**src/rtl/lsu_defines.sv**
```systemverilog
// Shared encodings and DTCM geometry for the load/store unit.
package lsu_defines;

  localparam int DTCM_RAM_DW     = 32;
  localparam int DTCM_RAM_MW     = DTCM_RAM_DW / 8;
  localparam int DTCM_ADDR_WIDTH = 16;

  // Access size as carried by the execute stage; 2'b11 is never legal.
  typedef enum logic [1:0] {
    SIZE_BYTE = 2'b00,
    SIZE_HALF = 2'b01,
    SIZE_WORD = 2'b10,
    SIZE_ILL  = 2'b11
  } lsu_size_e;

  typedef enum logic [1:0] {
    ST_IDLE = 2'b00,
    ST_CMD  = 2'b01,
    ST_RSP  = 2'b10,
    ST_WB   = 2'b11
  } lsu_state_e;

  // An illegal size is reported through the same exception path as a
  // misaligned address so the core only has one trap cause to handle.
  function automatic logic is_misaligned(input logic [1:0] size,
                                         input logic [1:0] addr_lo);
    logic mis;
    case (size)
      SIZE_BYTE: mis = 1'b0;
      SIZE_HALF: mis = addr_lo[0];
      SIZE_WORD: mis = |addr_lo;
      default:   mis = 1'b1;
    endcase
    return mis;
  endfunction

endpackage

```
**src/rtl/lsu_ld_extract.sv**
```systemverilog
// Load data alignment: moves the addressed lane down to bit 0 and extends it.
module lsu_ld_extract
  import lsu_defines::*;
#(
  parameter int DW = DTCM_RAM_DW
) (
  input  logic [DW-1:0] rdata,
  input  logic [1:0]    addr_lo,
  input  logic [1:0]    size,
  input  logic          ld_unsigned,
  output logic [DW-1:0] ld_data
);

  logic [DW-1:0] shifted;
  logic          sign_b;
  logic          sign_h;

  // right-justify the addressed lane, then sign- or zero-extend it
  always_comb begin
    shifted = rdata >> {addr_lo, 3'b000};
    sign_b  = ~ld_unsigned & shifted[7];
    sign_h  = ~ld_unsigned & shifted[15];
    case (size)
      SIZE_BYTE: ld_data = {{(DW-8){sign_b}}, shifted[7:0]};
      SIZE_HALF: ld_data = {{(DW-16){sign_h}}, shifted[15:0]};
      default:   ld_data = shifted;
    endcase
  end

endmodule

```
**src/rtl/lsu.sv**
```systemverilog
// Load/store unit: one DTCM access in flight, registered outputs throughout.
module lsu
  import lsu_defines::*;
#(
  parameter int DW = DTCM_RAM_DW,
  parameter int MW = DTCM_RAM_MW,
  parameter int AW = DTCM_ADDR_WIDTH
) (
  input  logic          clk,
  input  logic          rst_n,

  input  logic          exu2lsu_valid,
  output logic          exu2lsu_ready,
  input  logic          exu2lsu_load,
  input  logic [1:0]    exu2lsu_size,
  input  logic          exu2lsu_unsigned,
  input  logic [AW-1:0] exu2lsu_addr,
  input  logic [DW-1:0] exu2lsu_wdata,
  input  logic [4:0]    exu2lsu_rd,

  output logic          lsu2dtcm_cmd_valid,
  input  logic          lsu2dtcm_cmd_ready,
  output logic          lsu2dtcm_cmd_read,
  output logic [AW-1:0] lsu2dtcm_cmd_addr,
  output logic [MW-1:0] lsu2dtcm_cmd_wmask,
  output logic [DW-1:0] lsu2dtcm_cmd_wdata,

  input  logic          lsu2dtcm_rsp_valid,
  output logic          lsu2dtcm_rsp_ready,
  input  logic [DW-1:0] lsu2dtcm_rsp_rdata,

  output logic          lsu2wb_valid,
  input  logic          lsu2wb_ready,
  output logic [4:0]    lsu2wb_rd,
  output logic          lsu2wb_wen,
  output logic [DW-1:0] lsu2wb_rdata,
  output logic          lsu2wb_misalign
);

  lsu_state_e    state_q;
  lsu_state_e    state_d;
  logic [1:0]    size_p0;
  logic          unsigned_p0;
  logic          accept;
  logic          misalign_req;
  logic          rsp_take;
  logic [DW-1:0] ld_data;

  // Byte-lane enables for a store; size 11 never reaches the DTCM.
  function automatic logic [MW-1:0] wmask_gen(input logic [1:0] size,
                                              input logic [1:0] lo);
    logic [MW-1:0] m;
    case (size)
      SIZE_BYTE: m = MW'(1) << lo;
      SIZE_HALF: m = MW'(3) << lo;
      default:   m = '1;
    endcase
    return m;
  endfunction

  // Replicate the right-justified store data into every lane so the mask
  // alone selects which bytes the RAM actually writes.
  function automatic logic [DW-1:0] wdata_gen(input logic [1:0]    size,
                                              input logic [DW-1:0] wd);
    logic [DW-1:0] d;
    case (size)
      SIZE_BYTE: d = {(DW/8){wd[7:0]}};
      SIZE_HALF: d = {(DW/16){wd[15:0]}};
      default:   d = wd;
    endcase
    return d;
  endfunction

  assign accept       = exu2lsu_valid && exu2lsu_ready;
  assign misalign_req = is_misaligned(exu2lsu_size, exu2lsu_addr[1:0]);
  assign rsp_take     = ((state_q == ST_CMD) && lsu2dtcm_cmd_ready && lsu2dtcm_rsp_valid)
                     || ((state_q == ST_RSP) && lsu2dtcm_rsp_valid);

  lsu_ld_extract #(.DW(DW)) u_ld_extract (
    .rdata       (lsu2dtcm_rsp_rdata),
    .addr_lo     (lsu2dtcm_cmd_addr[1:0]),
    .size        (size_p0),
    .ld_unsigned (unsigned_p0),
    .ld_data     (ld_data)
  );

  // state register
  always_ff @(posedge clk) begin
    if (!rst_n) state_q <= ST_IDLE;
    else        state_q <= state_d;
  end

  // next-state decode; a misaligned request skips the DTCM entirely
  always_comb begin
    state_d = state_q;
    case (state_q)
      ST_IDLE: if (accept) state_d = misalign_req ? ST_WB : ST_CMD;
      ST_CMD:  if (lsu2dtcm_cmd_ready) state_d = lsu2dtcm_rsp_valid ? ST_WB : ST_RSP;
      ST_RSP:  if (lsu2dtcm_rsp_valid) state_d = ST_WB;
      ST_WB:   if (lsu2wb_ready) state_d = ST_IDLE;
      default: state_d = ST_IDLE;
    endcase
  end

  // handshake flags registered from the next state so none depends on an input combinationally
  always_ff @(posedge clk) begin
    if (!rst_n) begin
      exu2lsu_ready      <= 1'b0;
      lsu2dtcm_cmd_valid <= 1'b0;
      lsu2dtcm_rsp_ready <= 1'b0;
      lsu2wb_valid       <= 1'b0;
    end else begin
      exu2lsu_ready      <= (state_d == ST_IDLE);
      lsu2dtcm_cmd_valid <= (state_d == ST_CMD);
      lsu2dtcm_rsp_ready <= (state_d == ST_CMD) || (state_d == ST_RSP);
      lsu2wb_valid       <= (state_d == ST_WB);
    end
  end

  // request latch: command fields are built once at accept and held until the next accept
  always_ff @(posedge clk) begin
    if (!rst_n) begin
      lsu2dtcm_cmd_read  <= 1'b0;
      lsu2dtcm_cmd_addr  <= '0;
      lsu2dtcm_cmd_wmask <= '0;
      lsu2dtcm_cmd_wdata <= '0;
      size_p0            <= '0;
      unsigned_p0        <= 1'b0;
      lsu2wb_rd          <= '0;
    end else if (accept) begin
      lsu2dtcm_cmd_read  <= exu2lsu_load;
      lsu2dtcm_cmd_addr  <= exu2lsu_addr;
      lsu2dtcm_cmd_wmask <= exu2lsu_load ? '0 : wmask_gen(exu2lsu_size, exu2lsu_addr[1:0]);
      lsu2dtcm_cmd_wdata <= exu2lsu_load ? '0 : wdata_gen(exu2lsu_size, exu2lsu_wdata);
      size_p0            <= exu2lsu_size;
      unsigned_p0        <= exu2lsu_unsigned;
      lsu2wb_rd          <= exu2lsu_rd;
    end
  end

  // write-back payload: cleared at accept, filled from the DTCM response for loads
  always_ff @(posedge clk) begin
    if (!rst_n) begin
      lsu2wb_wen      <= 1'b0;
      lsu2wb_rdata    <= '0;
      lsu2wb_misalign <= 1'b0;
    end else if (accept) begin
      lsu2wb_wen      <= 1'b0;
      lsu2wb_rdata    <= '0;
      lsu2wb_misalign <= misalign_req;
    end else if (rsp_take) begin
      lsu2wb_wen      <= lsu2dtcm_cmd_read;
      lsu2wb_rdata    <= lsu2dtcm_cmd_read ? ld_data : '0;
    end
  end

endmodule

```
**config.mk**
```make
export PLATFORM = sky130hd
export DESIGN_NAME = lsu
export DESIGN_NICKNAME = d
export VERILOG_FILES = /design/src/rtl/lsu_defines.sv /design/src/rtl/lsu_ld_extract.sv /design/src/rtl/lsu.sv
export SDC_FILE = /design/constraint.sdc
export NUM_CORES = 1
export LEC_CHECK = 0
export BUFFER_PORTS_ARGS = -buffer_cell sky130_fd_sc_hd__buf_2
export CORE_MARGIN = 3
export CORE_UTILIZATION = 43
export CTS_CLUSTER_SIZE = 24
export DETAILED_ROUTE_END_ITERATION = 8
export PLACE_DENSITY = 0.76
export SETUP_SLACK_MARGIN = 0.2
export SYNTH_ARGS = -nofsm -noshare
export SYNTH_HDL_FRONTEND = slang
export SYNTH_SLANG_ARGS = --single-unit
```
**constraint.sdc**
```tcl
create_clock -name clk -period 1.8 [get_ports clk]
set_clock_uncertainty 0.2 [all_clocks]
set_input_delay 0.09 -clock clk [delete_from_list [all_inputs] [get_ports clk]]
set_output_delay 0.09 -clock clk [all_outputs]
set_load 0.02 [all_outputs]
```
Yosys cells after proc, flatten, opt, wreduce, memory -nomap -nowiden
Index checks and enable logic that the tools add are counted.

cells by class
  equal/unequal tests = 9
  shift operators = 3
  reductions and logical operators = 12
  bitwise logic cells = 4
  muxes and demuxes = 14

operators with widths
  cell                                             number
  case mux 32 bit (2 select lines)                 2
  two-way mux 32 bit                               2
  >> shifter 32 x 5 -> 32 bit                      1
  == test 2 bit, second input constant             5
  two-way mux 2 bit                                5
  == test 2 x 1 -> 1 bit, second input constant    4
  logical NOT 2 bit                                4
  case mux 2 bit (4 select lines)                  1
  case mux 4 bit (2 select lines)                  1
  logical AND 1 bit                                4
  two-way mux 4 bit                                1
  OR reduction 2 bit                               2
  << shifter 1 x 2 -> 4 bit, first input constant  1
  << shifter 2 x 2 -> 4 bit, first input constant  1
  case mux 1 bit (3 select lines)                  1
  AND 1 bit                                        2
  logical OR 1 bit                                 2
  NOT 1 bit                                        2
  two-way mux 1 bit                                1

storage, ports and cells
  bits in registers = 101
  logic and storage cells = 57
  input bits = 95
  output and inout bits = 96

Logic depth before layout (Yosys ltp)
Gate-level depths: netlist of the first run.

  depth after elaboration = 7
  mapped depth = 7
  depth with buffers taken out = 6

Hierarchy
Synthesis of the first run repeated with hierarchy kept, for this count alone.

unflattened totals
  cell total of the unflattened synthesis = 553
  area, all modules = 4,894.7 um^2

modules (own cells, without submodules)
  module          cells each  seq. area each (um^2)  area each (um^2)  instances
  lsu             450         2,021.9                4,126.5           1
  lsu_ld_extract  103         0.0                    768.2             1

Least setup slack after synthesis of the first run
No wires, ideal clock.

  path kind = reg2reg
  start point = reg lsu2dtcm_cmd_addr[1]
  end point = reg lsu2wb_rdata[15]
  library setup time = 123 ps
  cell stages (with the launch flop) = 6
  setup slack = -247 ps
  arrival time = 1,724 ps
  period minus slack after synthesis = 2,047 ps
  buffers on the path = 2
  data required time = 1,477 ps
  cell sequence = dfxtp_1 -> buf_2 -> buf_2 -> mux2_2 -> a221oi_1 -> o2bb2ai_1

between the ends
  longest elaborated chain between the ends = 4

RTL lines
  element                             RTL line              text
  from (decl)                         lsu.sv:24             output logic [AW-1:0] lsu2dtcm_cmd_addr,
  from (signal assigned)              lsu.sv:132            lsu2dtcm_cmd_addr <= exu2lsu_addr;
  >> shifter 32 x 5 -> 32 bit *       lsu_ld_extract.sv:20  shifted = rdata >> {addr_lo, 3'b000};
  AND 1 bit                           lsu_ld_extract.sv:21  sign_b = ~ld_unsigned & shifted[7];
  case mux 32 bit (2 select lines) *  lsu_ld_extract.sv:23  case (size)
  two-way mux 32 bit *                lsu.sv:153            lsu2wb_rdata <= lsu2dtcm_cmd_read ? ld_data : '0;
  to (signal assigned)                lsu.sv:153
  to (decl)                           lsu.sv:36             output logic [DW-1:0] lsu2wb_rdata,

Mark *: on every way between the ends. The rest lies on a longest branch, timed or not.
A chain may end at the register's enable or synchronous reset.

Final worst setup path of the first run
  start point = reg state_q[0]
  end point = reg lsu2wb_rdata[29]

between the ends
  longest elaborated chain between the ends = 4
  elaborated cells between the ends (all ways) = 6
  those cells by class = eq/ne: 2; reduce/logical: 4

RTL lines
  element                         RTL line   text
  from (decl)                     lsu.sv:40  lsu_state_e state_q;
  from (signal assigned)          lsu.sv:90  else state_q <= state_d;
  == test 2 x 1 -> 1 bit          lsu.sv:76  assign rsp_take = ((state_q == ST_CMD) && lsu2dtcm_cmd_ready && lsu2dtcm_rsp_valid)
  logical AND 1 bit (2 in a row)  lsu.sv:76
  logical OR 1 bit *              lsu.sv:77  || ((state_q == ST_RSP) && lsu2dtcm_rsp_valid);

Marked as above.

==> results of run 1 <==
-- worst reg2reg max path, delay by kind of cell, from the launching register on --
family	cells	cell delay, ns
flops	1	0.37
buf+inv	2	0.33
simple gates	2	0.31
compound gates	2	0.54
-- sequential cells by signal, summed over array words and instances, names as in the netlist, named ones only --
name                cells
lsu2wb_rdata           32
lsu2dtcm_rsp_ready      1
lsu2dtcm_cmd_wmask      4
size_p0                 2
exu2lsu_ready           1
lsu2dtcm_cmd_wdata     32
lsu2wb_misalign         1
lsu2dtcm_cmd_addr      16
lsu2wb_valid            1
lsu2wb_wen              1
lsu2dtcm_cmd_valid      1
state_q                 1
lsu2wb_rd               5
lsu2dtcm_cmd_read       1
unsigned_p0             1
-- metal layers --
metal / share of wire (%) / GRT usage, % / vias up
met5: 0 / 0 / -
met4: 3.3 / 13.0 / 0
met3: 8.2 / 6.68 / 47
met2: 49 / 43.6 / 230
met1: 39 / 30.6 / 2176
li1: - / - / 2180
-- cells by family (layout without fill, tap and decap cells) --
kind of cell / count (synthesis) / in the layout / share of synthesized area, %
and+or+nand+nor: 139 / 139 / 15.1
AOI/OAI and AO/OA: 126 / 126 / 21.6
DFF: 101 / 101 / 45.9
muxes: 42 / 42 / 12.8
buffers and inverters: 33 / 330 / 3.78
adders and majority gates: 3 / 3 / 0.852
-- final timing paths --
path / slack, ns / cells after the start / endpoint
max: -0.05 / 6 / lsu2wb_rdata[29]
max reg2reg: -0.05 / 6 / lsu2wb_rdata[29]
min: -0.16 / 2 / lsu2wb_rdata[31]
min reg2reg: 0.24 / 2 / lsu2dtcm_cmd_wmask[0]
-- synthesized netlist by cell type, types with 2 or more instances --
master / number
sky130_fd_sc_hd__a21boi_0: 26
sky130_fd_sc_hd__a21oi_1: 2
sky130_fd_sc_hd__a221o_1: 16
sky130_fd_sc_hd__a221oi_1: 8
sky130_fd_sc_hd__a22o_1: 8
sky130_fd_sc_hd__a22oi_1: 8
sky130_fd_sc_hd__and2_1: 6
sky130_fd_sc_hd__buf_1: 3
sky130_fd_sc_hd__buf_2: 7
sky130_fd_sc_hd__buf_6: 4
sky130_fd_sc_hd__clkbuf_1: 15
sky130_fd_sc_hd__dfxtp_1: 101
sky130_fd_sc_hd__ha_1: 3
sky130_fd_sc_hd__inv_1: 3
sky130_fd_sc_hd__mux2_2: 25
sky130_fd_sc_hd__mux2i_1: 8
sky130_fd_sc_hd__mux4_2: 9
sky130_fd_sc_hd__nand2_1: 87
sky130_fd_sc_hd__nand3b_1: 2
sky130_fd_sc_hd__nor2_1: 17
sky130_fd_sc_hd__nor2b_1: 18
sky130_fd_sc_hd__o21a_1: 3
sky130_fd_sc_hd__o21ai_0: 37
sky130_fd_sc_hd__o221ai_1: 2
sky130_fd_sc_hd__o2bb2ai_1: 8
-- cell type report --
type	instances	area share [%]
inverters	3	0.161
clock inverters	3	0.376
flip-flops and latches	101	29.2
well taps	133	2.38
clock buffers	12	2.38
repair buffers	312	31.1
multi-input cells	310	34.3
-- timing repair --
item / in CTS / in global routing
setup endpoints to repair: 35 / 52
resized for setup: 15 / 22
pin swaps: 8 / 12
setup buffers: 12 / 8
endpoints found under the hold margin: 88 / 2
gates cloned: 1 / 1
-- stage by stage --
| stage | power [uW] | area [um2] | util (%) |
|---|---|---|---|
| floorplan | 3050 | 4550 | - |
| detailed placement | 3370 | 5610 | 56.9 |
| global route | 5270 | 6980 | 70.8 |
| CTS | 4990 | 6840 | 69.3 |
| finish | 5030 | 6980 | 70.8 |
| global placement | 3350 | 5610 | 56.9 |
-- report_power, final --
group / internal, uW / switching [uW] / total, uW
Combinational: 584 / 623 / 1210
Sequential: 2330 / 60.8 / 2390
Clock: 633 / 798 / 1430
==> qor.log, run 1 <==
INFO  worst_setup_path crit_path_start_kind=register
INFO  sta            timing.fmax=542MHz
INFO  sta            timing.setup.tns=-0.427ns
INFO  worst_setup_path crit-reg2reg-launch=state_q[0]
INFO  drt            dr_wl_cell=17.4um
INFO  cells_and_area layout_commonest_cell=sky130_fd_sc_hd__buf_2
INFO  status         status=complete, but fails checks
INFO  drt            detailedRoute.firstPassIterationCount=6
INFO  place          place_worst_setup_slack=-0.0573ns
INFO  grt            antenna_found_initial=0
INFO  drt            route.vias.total=4633
INFO  sta            period_needed=1.85ns
INFO  cells_and_area layout.cells.most_common_list=sky130_fd_sc_hd__buf_2, sky130_fd_sc_hd__dfxtp_1, sky130_fd_sc_hd__nand2_1
INFO  clock_network  tritoncts.num_buffers=9
INFO  synthesis      synthesis.yosys.warnings=0
INFO  worst_setup_path setup.worst_path.end_class=register
INFO  sta            worstMarginPinSlew=0.793ns
INFO  drt            drt.antenna.violating_nets=0
INFO  worst_setup_path ordered_list_of_cells_on_the_worst_path=and2b_2 -> o211ai_2 -> buf_6 -> nor4b_4 -> buf_4 -> a221o_1
INFO  sta            layout_worst_path_cycle_share=103%
INFO  synthesis      synth_cell_types=43
INFO  drt            totalWireLength=15200um
INFO  cells_and_area multiInputGateArea=2400um2
INFO  floorplanning  rows=36
INFO  cells_and_area finish.net_count=835
INFO  synthesis      edff_count_synth=0
INFO  floorplanning  initial_core_util=44.6%
INFO  worst_setup_path critical_path_peak_fanout=4
INFO  power_and_ir_drop cellLeakagePower=0.00312uW
INFO  sta            setup_ws=-0.0465ns
INFO  place          io_buffers=190
INFO  place          dp.cells=754
INFO  worst_setup_path critical_path_s_top_delay_family=compound AO/OA/AOI/OAI gates
INFO  grt            grt_pass1_vias=4764
INFO  cells_and_area final_cell_count_no_fill=874
INFO  worst_setup_path crit_buf_inv=2
INFO  place          dp_hpwl=9290um
INFO  synthesis      asyncSetResetFlopFracSynth=0%
INFO  grt            grt-ovfl-total=0
INFO  power_and_ir_drop vdd_drop_max=0.401mV
INFO  clock_network  clock_insertion_delay_worst_skew=0.36ns
INFO  sta            hold_viol=1
INFO  clock_network  post_cts_hold_buffer_count=83
INFO  drt            drt_drc_violations_left=0
INFO  clock_network  htree_num_levels=3
INFO  synthesis      ys_seq_area_share=45.9%
INFO  worst_setup_path critPathKind=register to register
INFO  worst_setup_path max_stage_delay=0.37ns
INFO  cells_and_area syn2layout_area_growth=58.5%
INFO  sta            whs=-0.157ns
INFO  floorplanning  chipWidth=107um
INFO  power_and_ir_drop power-per-cell-area=721nW/um2
INFO  synthesis      post_synth_instance_area=4400um2
INFO  synthesis      syn_avg_cell_area=9.92um2
INFO  worst_setup_path critPathArrivalTime=1.89ns
INFO  synthesis      synth.top_cell.area_share=45.9%
INFO  synthesis      yosys_register_bits=101
INFO  synthesis      synth_top_area_cell=sky130_fd_sc_hd__dfxtp_1
INFO  sta            report.final.setup_viol=16
INFO  clock_network  worst_setup_hold_path_clk_slew=0.11ns
INFO  grt            grt_pass1_wl=23600um
INFO  clock_network  clock_tree.root_cell=sky130_fd_sc_hd__clkbuf_8
INFO  grt            grt_util_all_layers=26.0%
INFO  floorplanning  fp.dieH=107um
INFO  floorplanning  design.die.area=11500um2
INFO  place          routabilityCongestion=0.886
INFO  clock_network  cts_tree=done
INFO  worst_setup_path worst_path_max_delay_cell=sky130_fd_sc_hd__dfxtp_4
INFO  drt            drtIter0Drc=293
INFO  synthesis      postSynthCellCount=444
INFO  synthesis      synth-main-ff-cell=sky130_fd_sc_hd__dfxtp_1
INFO  sta            rsz0062_at_grt=true
INFO  clock_network  clock_path_buffers=2
INFO  cells_and_area fill_cells=706
INFO  floorplanning  placeableCoreArea=9860um2
INFO  cells_and_area n_antenna_cell=0
INFO  floorplanning  ios=191
INFO  synthesis      top_area_cells_in_the_synthesized_netlist=sky130_fd_sc_hd__dfxtp_1, sky130_fd_sc_hd__nand2_1, sky130_fd_sc_hd__mux2_2, sky130_fd_sc_hd__mux4_2, sky130_fd_sc_hd__a21boi_0
INFO  drt            detail_route.vias_per_cell=5.30
INFO  grt            grt_start_max_net_pins=37
INFO  worst_setup_path data_required_time_at_the_worst_endpoint=1.85ns
INFO  status         violations_in_the_final_reports=negative hold slack, negative setup slack
INFO  synthesis      syn_nets=542
INFO  sta            maxSlewViolCount=0
INFO  clock_network  tritoncts_num_sinks=101
INFO  sta            relSlewSlack=46.9%
INFO  min_path       hp-start=lsu2dtcm_rsp_rdata[31]
INFO  job            drv.max_cap_violation_count=0
INFO  cells_and_area layout-drive-gt1-share=43.9%
INFO  min_path       hold_path_class=input pin to register
INFO  worst_setup_path crit_start=state_q[0]
INFO  cells_and_area regArea=2040um2
Power figures use the tool's default switching activity.
==> run 2: changes to the inputs <==
--- a/config.mk
+++ b/config.mk
@@ -12,6 +12,7 @@
 export DETAILED_ROUTE_END_ITERATION = 8
 export PLACE_DENSITY = 0.76
 export SETUP_SLACK_MARGIN = 0.2
+export SKIP_LAST_GASP = 1
 export SYNTH_ARGS = -nofsm -noshare
 export SYNTH_HDL_FRONTEND = slang
 export SYNTH_SLANG_ARGS = --single-unit
==> run 2 against run 1 <==
  * The flow still finishes with violations (negative hold slack, negative setup slack)
  * Worst setup slack worse by 0.0052 ns
  * Total power down 0.51%
  * First-iteration DRC count up 1.4%
  * Critical path type unchanged
  * Largest cell class unchanged
  * Largest power group unchanged
==> qor.log, run 2 (synthesized netlist as in run 1, its figures left out) <==
INFO  status         status=complete, but fails checks
INFO  status         violations_in_the_final_reports=negative hold slack, negative setup slack
INFO  cells_and_area layout-drive-gt1-share=43.2% [-0.62 points]
INFO  place          postPlaceCellArea=5610um2 [unchanged]
INFO  drt            route.vias.total=4659 [+0.56%]
INFO  worst_setup_path data_required_time_at_the_worst_endpoint=1.85ns [about the same]
INFO  floorplanning  fp.dieH=107um [unchanged]
INFO  floorplanning  chipWidth=107um [unchanged]
INFO  power_and_ir_drop vdd_drop_max=0.403mV [+0.40%]
INFO  cells_and_area layout_commonest_cell=sky130_fd_sc_hd__buf_2
INFO  drt            detail_route.vias_per_cell=5.34 [+0.68%]
INFO  clock_network  worst_setup_hold_path_clk_slew=0.11ns [about the same]
INFO  worst_setup_path ordered_list_of_cells_on_the_worst_path=mux4_2 -> nor2_4 -> nor3_4 -> clkbuf_16 -> a221o_1
INFO  worst_setup_path crit-reg2reg-launch=lsu2dtcm_cmd_addr[1]
INFO  clock_network  tritoncts_num_sinks=101 [unchanged]
INFO  cells_and_area finish.net_count=834 [-0.12%]
INFO  worst_setup_path critical_path_s_top_delay_family=multiplexers
INFO  cells_and_area design_area=6940um2 [-0.59%]
INFO  floorplanning  design.die.area=11500um2 [unchanged]
INFO  drt            drt_drc_violations_left=0 [unchanged]
INFO  sta            whs=-0.155ns [+0.00187 ns]
INFO  cells_and_area syn2layout_area_growth=57.6%
INFO  sta            maxSlewViolCount=0 [unchanged]
INFO  cells_and_area fin_util=70.3% [-0.42 points]
INFO  sta            timing.setup.tns=-0.444ns [-0.0165 ns]
INFO  min_path       hp-start=lsu2dtcm_rsp_rdata[31]
INFO  drt            drt.antenna.violating_nets=0 [unchanged]
INFO  min_path       holdPathEnd=lsu2wb_rdata[31]
INFO  sta            worstMarginPinSlew=0.790ns [-0.00368 ns]
INFO  worst_setup_path crit_buf_inv=1 [-1]
INFO  clock_network  post_cts_hold_buffer_count=83 [unchanged]
INFO  worst_setup_path critPathKind=register to register
INFO  drt            dr_wl_cell=17.5um [+0.44%]
INFO  drt            drtIter0Drc=297 [+1.4%]
INFO  worst_setup_path worst_r2r_endpoint=lsu2wb_rdata[30]
INFO  grt            grt-ovfl-total=0 [unchanged]
INFO  worst_setup_path ff2ff_setup_slack=-0.05ns [about the same]
INFO  cells_and_area biggestRegsByFlops=lsu2dtcm_cmd_wdata (32), lsu2wb_rdata (32), lsu2dtcm_cmd_addr (16)
INFO  grt            grt_pass1_wl=23700um [+0.20%]
INFO  grt            antenna_found_initial=0 [unchanged]
INFO  clock_network  cts_tree=done
INFO  floorplanning  initial_core_util=44.6% [unchanged]
INFO  worst_setup_path worst_path_max_delay_cell=sky130_fd_sc_hd__mux4_2
INFO  worst_setup_path critical_path_peak_fanout=8 [+4]
INFO  power_and_ir_drop power-per-cell-area=721nW/um2 [about the same]
INFO  drt            totalWireLength=15300um [+0.33%]
INFO  grt            grt_start_max_net_pins=37 [unchanged]
INFO  clock_network  clock_path_buffers=2 [unchanged]
INFO  grt            grt_util_all_layers=26.0% [+0.064 points]
INFO  job            drv.max_cap_violation_count=0 [unchanged]
INFO  clock_network  tritoncts.num_buffers=9 [unchanged]
INFO  worst_setup_path crit_path_start_kind=register
INFO  clock_network  clock_insertion_delay_worst_skew=0.36ns [about the same]
INFO  sta            period_needed=1.85ns [+0.00525 ns]
INFO  worst_setup_path setup.worst_path.end_class=register
INFO  floorplanning  ios=191 [unchanged]
INFO  worst_setup_path worst-r2r-cell-count=5 [-1]
INFO  worst_setup_path critPathArrivalTime=1.90ns [about the same]
INFO  min_path       hold-path-cell-count=2 [unchanged]
INFO  place          io_buffers=190 [unchanged]
INFO  sta            layout_worst_path_cycle_share=103% [+0.29 points]
INFO  sta            timing.fmax=540MHz [-0.28%]
INFO  cells_and_area n_antenna_cell=0 [unchanged]
INFO  power_and_ir_drop cellLeakagePower=0.00311uW [-0.48%]
INFO  clock_network  clock_tree.root_cell=sky130_fd_sc_hd__clkbuf_8
INFO  sta            relSlewSlack=47.2% [+0.25 points]
INFO  cells_and_area layout.cells.most_common_list=sky130_fd_sc_hd__buf_2, sky130_fd_sc_hd__dfxtp_1, sky130_fd_sc_hd__nand2_1
INFO  sta            setup_ws=-0.0517ns [-0.00525 ns]
INFO  min_path       hold_path_class=input pin to register
INFO  clock_network  htree_num_levels=3 [unchanged]
INFO  floorplanning  rows=36 [unchanged]
INFO  sta            report.final.setup_viol=16 [unchanged]
INFO  floorplanning  placeableCoreArea=9860um2 [unchanged]
INFO  place          routabilityCongestion=0.886 [unchanged]
INFO  sta            rsz0062_at_grt=true
INFO  place          dp_hpwl=9290um [unchanged]
INFO  grt            grt_pass1_vias=4769 [+0.10%]
INFO  drt            detailedRoute.firstPassIterationCount=5 [-1]
INFO  worst_setup_path max_stage_delay=0.53ns [+0.16 ns]
INFO  sta            hold_viol=1 [unchanged]
INFO  worst_setup_path crit_cells=5 [-1]
run 2: cell count changes in the layout (fill, tap and decap cells not counted), moves of 2 or more:
cell / delta
sky130_fd_sc_hd__and2_1: +2
sky130_fd_sc_hd__and2_4: -2
sky130_fd_sc_hd__buf_4: +3
sky130_fd_sc_hd__buf_6: -4
run 2: repair_timing:
action	in CTS	in global routing
buffers inserted	12	7
hold endpoints to repair	88	2
pin swaps	8	8
endpoints found under the setup margin	35	52
gates resized for setup	11	18
cloned	1	1
run 2: layer usage:
| layer | up-vias | share of wire [%] | track usage, % |
|---|---|---|---|
| met5 | - | 0 | 0 |
| met4 | 0 | 3.4 | 13.0 |
| met3 | 58 | 8.6 | 6.68 |
| met2 | 245 | 49 | 43.7 |
| met1 | 2174 | 39 | 30.7 |
| li1 | 2182 | - | - |
run 2: cell type report:
cell class                      instances  area (um2)
Inverter                                3        11.3
Clock buffer                           12         166
Multi-Input combinational cell        310        2380
Timing Repair Buffer                  311        2150
Tap cell                              133         166
Clock inverter                          3        26.3
Sequential cell                       101        2040
Fill cell                             716        2930
run 2: how the worst max path moves through the flow:
stage,start,end,slack [ns]
detailed placement,lsu2dtcm_cmd_addr[1],lsu2wb_rdata[13],-0.06
global placement,state_q[0],lsu2wb_rdata[16],-0.003
CTS,lsu2dtcm_cmd_addr[1],lsu2wb_rdata[9],-0.005
floorplan,lsu2dtcm_cmd_addr[1],lsu2wb_rdata[21],0.02
global route,lsu2dtcm_cmd_addr[1],lsu2wb_rdata[19],-0.10
finish,lsu2dtcm_cmd_addr[1],lsu2wb_rdata[30],-0.05
run 2: power by group:
group	leakage (uW)	internal, uW	total (uW)	switching [uW]
sequential	0.000822	2330	2390	61.4
clock	0.0000986	633	1430	796
combinational	0.00219	567	1180	616
run 2: worst register-to-register path, stage by stage, from the launching register on:
cell and delay (ns):
sky130_fd_sc_hd__dfxtp_4 0.38, sky130_fd_sc_hd__mux4_2 0.53, sky130_fd_sc_hd__nor2_4 0.15, sky130_fd_sc_hd__nor3_4 0.07
sky130_fd_sc_hd__clkbuf_16 0.17, sky130_fd_sc_hd__a221o_1 0.27
run 2: metrics by stage:
| stage | cells | power (uW) | setup WS, ns |
|---|---|---|---|
| final | 873 | 5010 | -0.0517 |
| after global routing | 873 | 5240 | -0.105 |
| after CTS | 865 | 4980 | -0.00475 |
| after detailed placement | 754 | 3370 | -0.0573 |
| after global placement | 754 | 3350 | -0.00265 |
| after floorplan | 444 | 3050 | 0.0164 |
==> run 3: changes to the inputs <==
--- a/config.mk
+++ b/config.mk
@@ -6,7 +6,7 @@
 export NUM_CORES = 1
 export LEC_CHECK = 0
 export BUFFER_PORTS_ARGS = -buffer_cell sky130_fd_sc_hd__buf_2
-export CORE_MARGIN = 3
+export CORE_MARGIN = 2
 export CORE_UTILIZATION = 43
 export CTS_CLUSTER_SIZE = 24
 export DETAILED_ROUTE_END_ITERATION = 8
==> run 3 against run 2 <==
  * Design area increased by 0.81%
  * Critical path depth stayed put
  * Worst setup slack got worse by 0.013 ns
  * First-iteration DRC count fell by 14%
  * The run still ends with negative hold slack, negative setup slack left
  * Global-route usage is 1.1 points higher
  * Routed wire length about the same
  * Sequential share of layout area shrank 0.24 points
  * Total power up 2.7%
==> qor.log, run 3 (synthesized netlist as in run 1, its figures left out) <==
INFO  place          postPlaceCellArea=5610um2 [unchanged]
INFO  drt            route.vias.total=4679 [+0.43%]
INFO  sta            worstMarginPinSlew=0.847ns [+0.0576 ns]
INFO  cells_and_area fill_cells=690 [-3.6%]
INFO  place          io_buffers=190 [unchanged]
INFO  worst_setup_path crit_path_start_kind=register
INFO  grt            grt-ovfl-total=0 [unchanged]
INFO  cells_and_area layout.cells.most_common_list=sky130_fd_sc_hd__buf_2, sky130_fd_sc_hd__dfxtp_1, sky130_fd_sc_hd__nand2_1
INFO  sta            relSlewSlack=43.3% [-3.9 points]
INFO  sta            setup_ws=-0.0649ns [-0.0132 ns]
INFO  drt            detail_route.vias_per_cell=5.37 [+0.54%]
INFO  worst_setup_path worst_path_max_delay_cell=sky130_fd_sc_hd__mux4_2
INFO  sta            rsz0062_at_grt=true
INFO  clock_network  tritoncts_num_sinks=101 [unchanged]
INFO  worst_setup_path crit_buf_inv=1 [unchanged]
INFO  status         status=complete, but fails checks
INFO  worst_setup_path critical_path_s_top_delay_family=multiplexers
INFO  floorplanning  chipWidth=105um [-1.9%]
INFO  sta            layout_worst_path_cycle_share=104% [+0.73 points]
INFO  worst_setup_path max_stage_delay=0.54ns [about the same]
INFO  clock_network  worst_setup_hold_path_clk_slew=0.11ns [about the same]
INFO  sta            maxSlewViolCount=0 [unchanged]
INFO  power_and_ir_drop power-per-cell-area=735nW/um2 [+1.9%]
INFO  drt            drtIter0Drc=256 [-14%]
INFO  worst_setup_path critPathKind=register to register
INFO  min_path       hold_path_class=input pin to register
INFO  cells_and_area finish.net_count=832 [-0.24%]
INFO  grt            grt_start_max_net_pins=37 [unchanged]
INFO  worst_setup_path ordered_list_of_cells_on_the_worst_path=mux4_2 -> nor2_4 -> nor3_4 -> buf_12 -> a221o_1
INFO  sta            hold_viol=2 [+1]
INFO  cells_and_area final_cell_count_no_fill=872 [-0.11%]
INFO  floorplanning  rows=36 [unchanged]
INFO  cells_and_area design_area=7000um2 [+0.81%]
INFO  cells_and_area layout_commonest_cell=sky130_fd_sc_hd__buf_2
INFO  clock_network  htree_num_levels=3 [unchanged]
INFO  sta            report.final.setup_viol=18 [+2]
INFO  drt            drt.antenna.violating_nets=0 [unchanged]
INFO  drt            drt_drc_violations_left=0 [unchanged]
INFO  sta            timing.setup.tns=-0.346ns [+0.0973 ns]
INFO  worst_setup_path critPathArrivalTime=1.92ns [+0.02 ns]
INFO  sta            whs=-0.145ns [+0.0104 ns]
INFO  floorplanning  design.die.area=11100um2 [-3.7%]
INFO  clock_network  post_cts_hold_buffer_count=85 [+2.4%]
INFO  worst_setup_path setup.worst_path.end_class=register
INFO  grt            antenna_found_initial=0 [unchanged]
INFO  floorplanning  initial_core_util=44.6% [unchanged]
INFO  cells_and_area layout-drive-gt1-share=43.7% [+0.46 points]
INFO  power_and_ir_drop vdd_drop_max=0.410mV [+1.8%]
INFO  place          routabilityCongestion=0.864 [-2.5%]
INFO  place          dp_hpwl=9240um [-0.55%]
INFO  sta            timing.fmax=536MHz [-0.71%]
INFO  floorplanning  placeableCoreArea=9860um2 [unchanged]
INFO  grt            grt_pass1_vias=4816 [+0.99%]
INFO  sta            period_needed=1.86ns [+0.0132 ns]
INFO  floorplanning  fp.dieH=105um [-1.9%]
INFO  cells_and_area syn2layout_area_growth=58.8%
INFO  cells_and_area n_antenna_cell=0 [unchanged]
INFO  grt            grt_pass1_wl=23900um [+0.99%]
INFO  clock_network  clock_insertion_delay_worst_skew=0.36ns [about the same]
INFO  worst_setup_path data_required_time_at_the_worst_endpoint=1.85ns [about the same]
INFO  floorplanning  ios=191 [unchanged]
INFO  drt            dr_wl_cell=17.5um [about the same]
INFO  drt            totalWireLength=15300um [about the same]
INFO  cells_and_area fin_util=70.9% [+0.57 points]
INFO  cells_and_area biggestRegsByFlops=lsu2dtcm_cmd_wdata (32), lsu2wb_rdata (32), lsu2dtcm_cmd_addr (16)
INFO  clock_network  clock_path_buffers=2 [unchanged]
INFO  clock_network  tritoncts.num_buffers=9 [unchanged]
INFO  job            drv.max_cap_violation_count=0 [unchanged]
INFO  power_and_ir_drop cellLeakagePower=0.00312uW [+0.30%]
INFO  drt            detailedRoute.firstPassIterationCount=5 [unchanged]
INFO  clock_network  clock_tree.root_cell=sky130_fd_sc_hd__clkbuf_8
INFO  clock_network  cts_tree=done
INFO  place          place_worst_setup_slack=-0.0633ns [-0.00601 ns]
INFO  place          dp.cells=754 [unchanged]
INFO  worst_setup_path critical_path_peak_fanout=16 [+8]
INFO  grt            grt_util_all_layers=27.1% [+1.1 points]
INFO  status         violations_in_the_final_reports=negative hold slack, negative setup slack
-- run 3: power by group --
part           internal [uW]  switching (uW)
registers               2330            62.4
clock network            708             823
logic                    587             629
-- run 3: path summary, 6_finish.rpt --
check / from / to / slack, ns / cells past startpoint
min: lsu2dtcm_rsp_rdata[31] / lsu2wb_rdata[31] / -0.14 / 2
min reg2reg: lsu2dtcm_cmd_wmask[1] / lsu2dtcm_cmd_wmask[1] / 0.25 / 2
max: lsu2dtcm_cmd_addr[1] / lsu2wb_rdata[22] / -0.06 / 5
max reg2reg: lsu2dtcm_cmd_addr[1] / lsu2wb_rdata[22] / -0.06 / 5
-- run 3: layer usage --
metal | global-route usage (%) | vias to the layer above | routed length, um
met5 | 0 | - | 0
met2 | 47.1 | 238 | 7730
met1 | 31.0 | 2231 | 5890
li1 | - | 2175 | -
met4 | 9.71 | 0 | 360
met3 | 8.55 | 35 | 1260
-- run 3: cell type report --
class	count	area, um2	area share (%)
clock buffers	10	138	1.97
clock inverters	6	77.6	1.11
inverters	3	11.3	0.161
multi-input cells	310	2410	34.5
flip-flops and latches	101	2040	29.2
well taps	133	166	2.38
repair buffers	309	2150	30.8
-- run 3: through the flow --
stage | hold WS (ns) | total power [uW]
floorplan | 0.0157 | 3050
global placement | 0.131 | 3340
detailed placement | 0.145 | 3370
CTS | -0.173 | 5100
global route | -0.166 | 5410
finish | -0.145 | 5140
-- run 3: repair_timing --
item	in CTS	in global routing
endpoints found under the setup margin	35	47
cloned	0	1
pin swaps	6	12
gates resized for setup	7	24
setup buffers	10	6
endpoints found under the hold margin	92	2
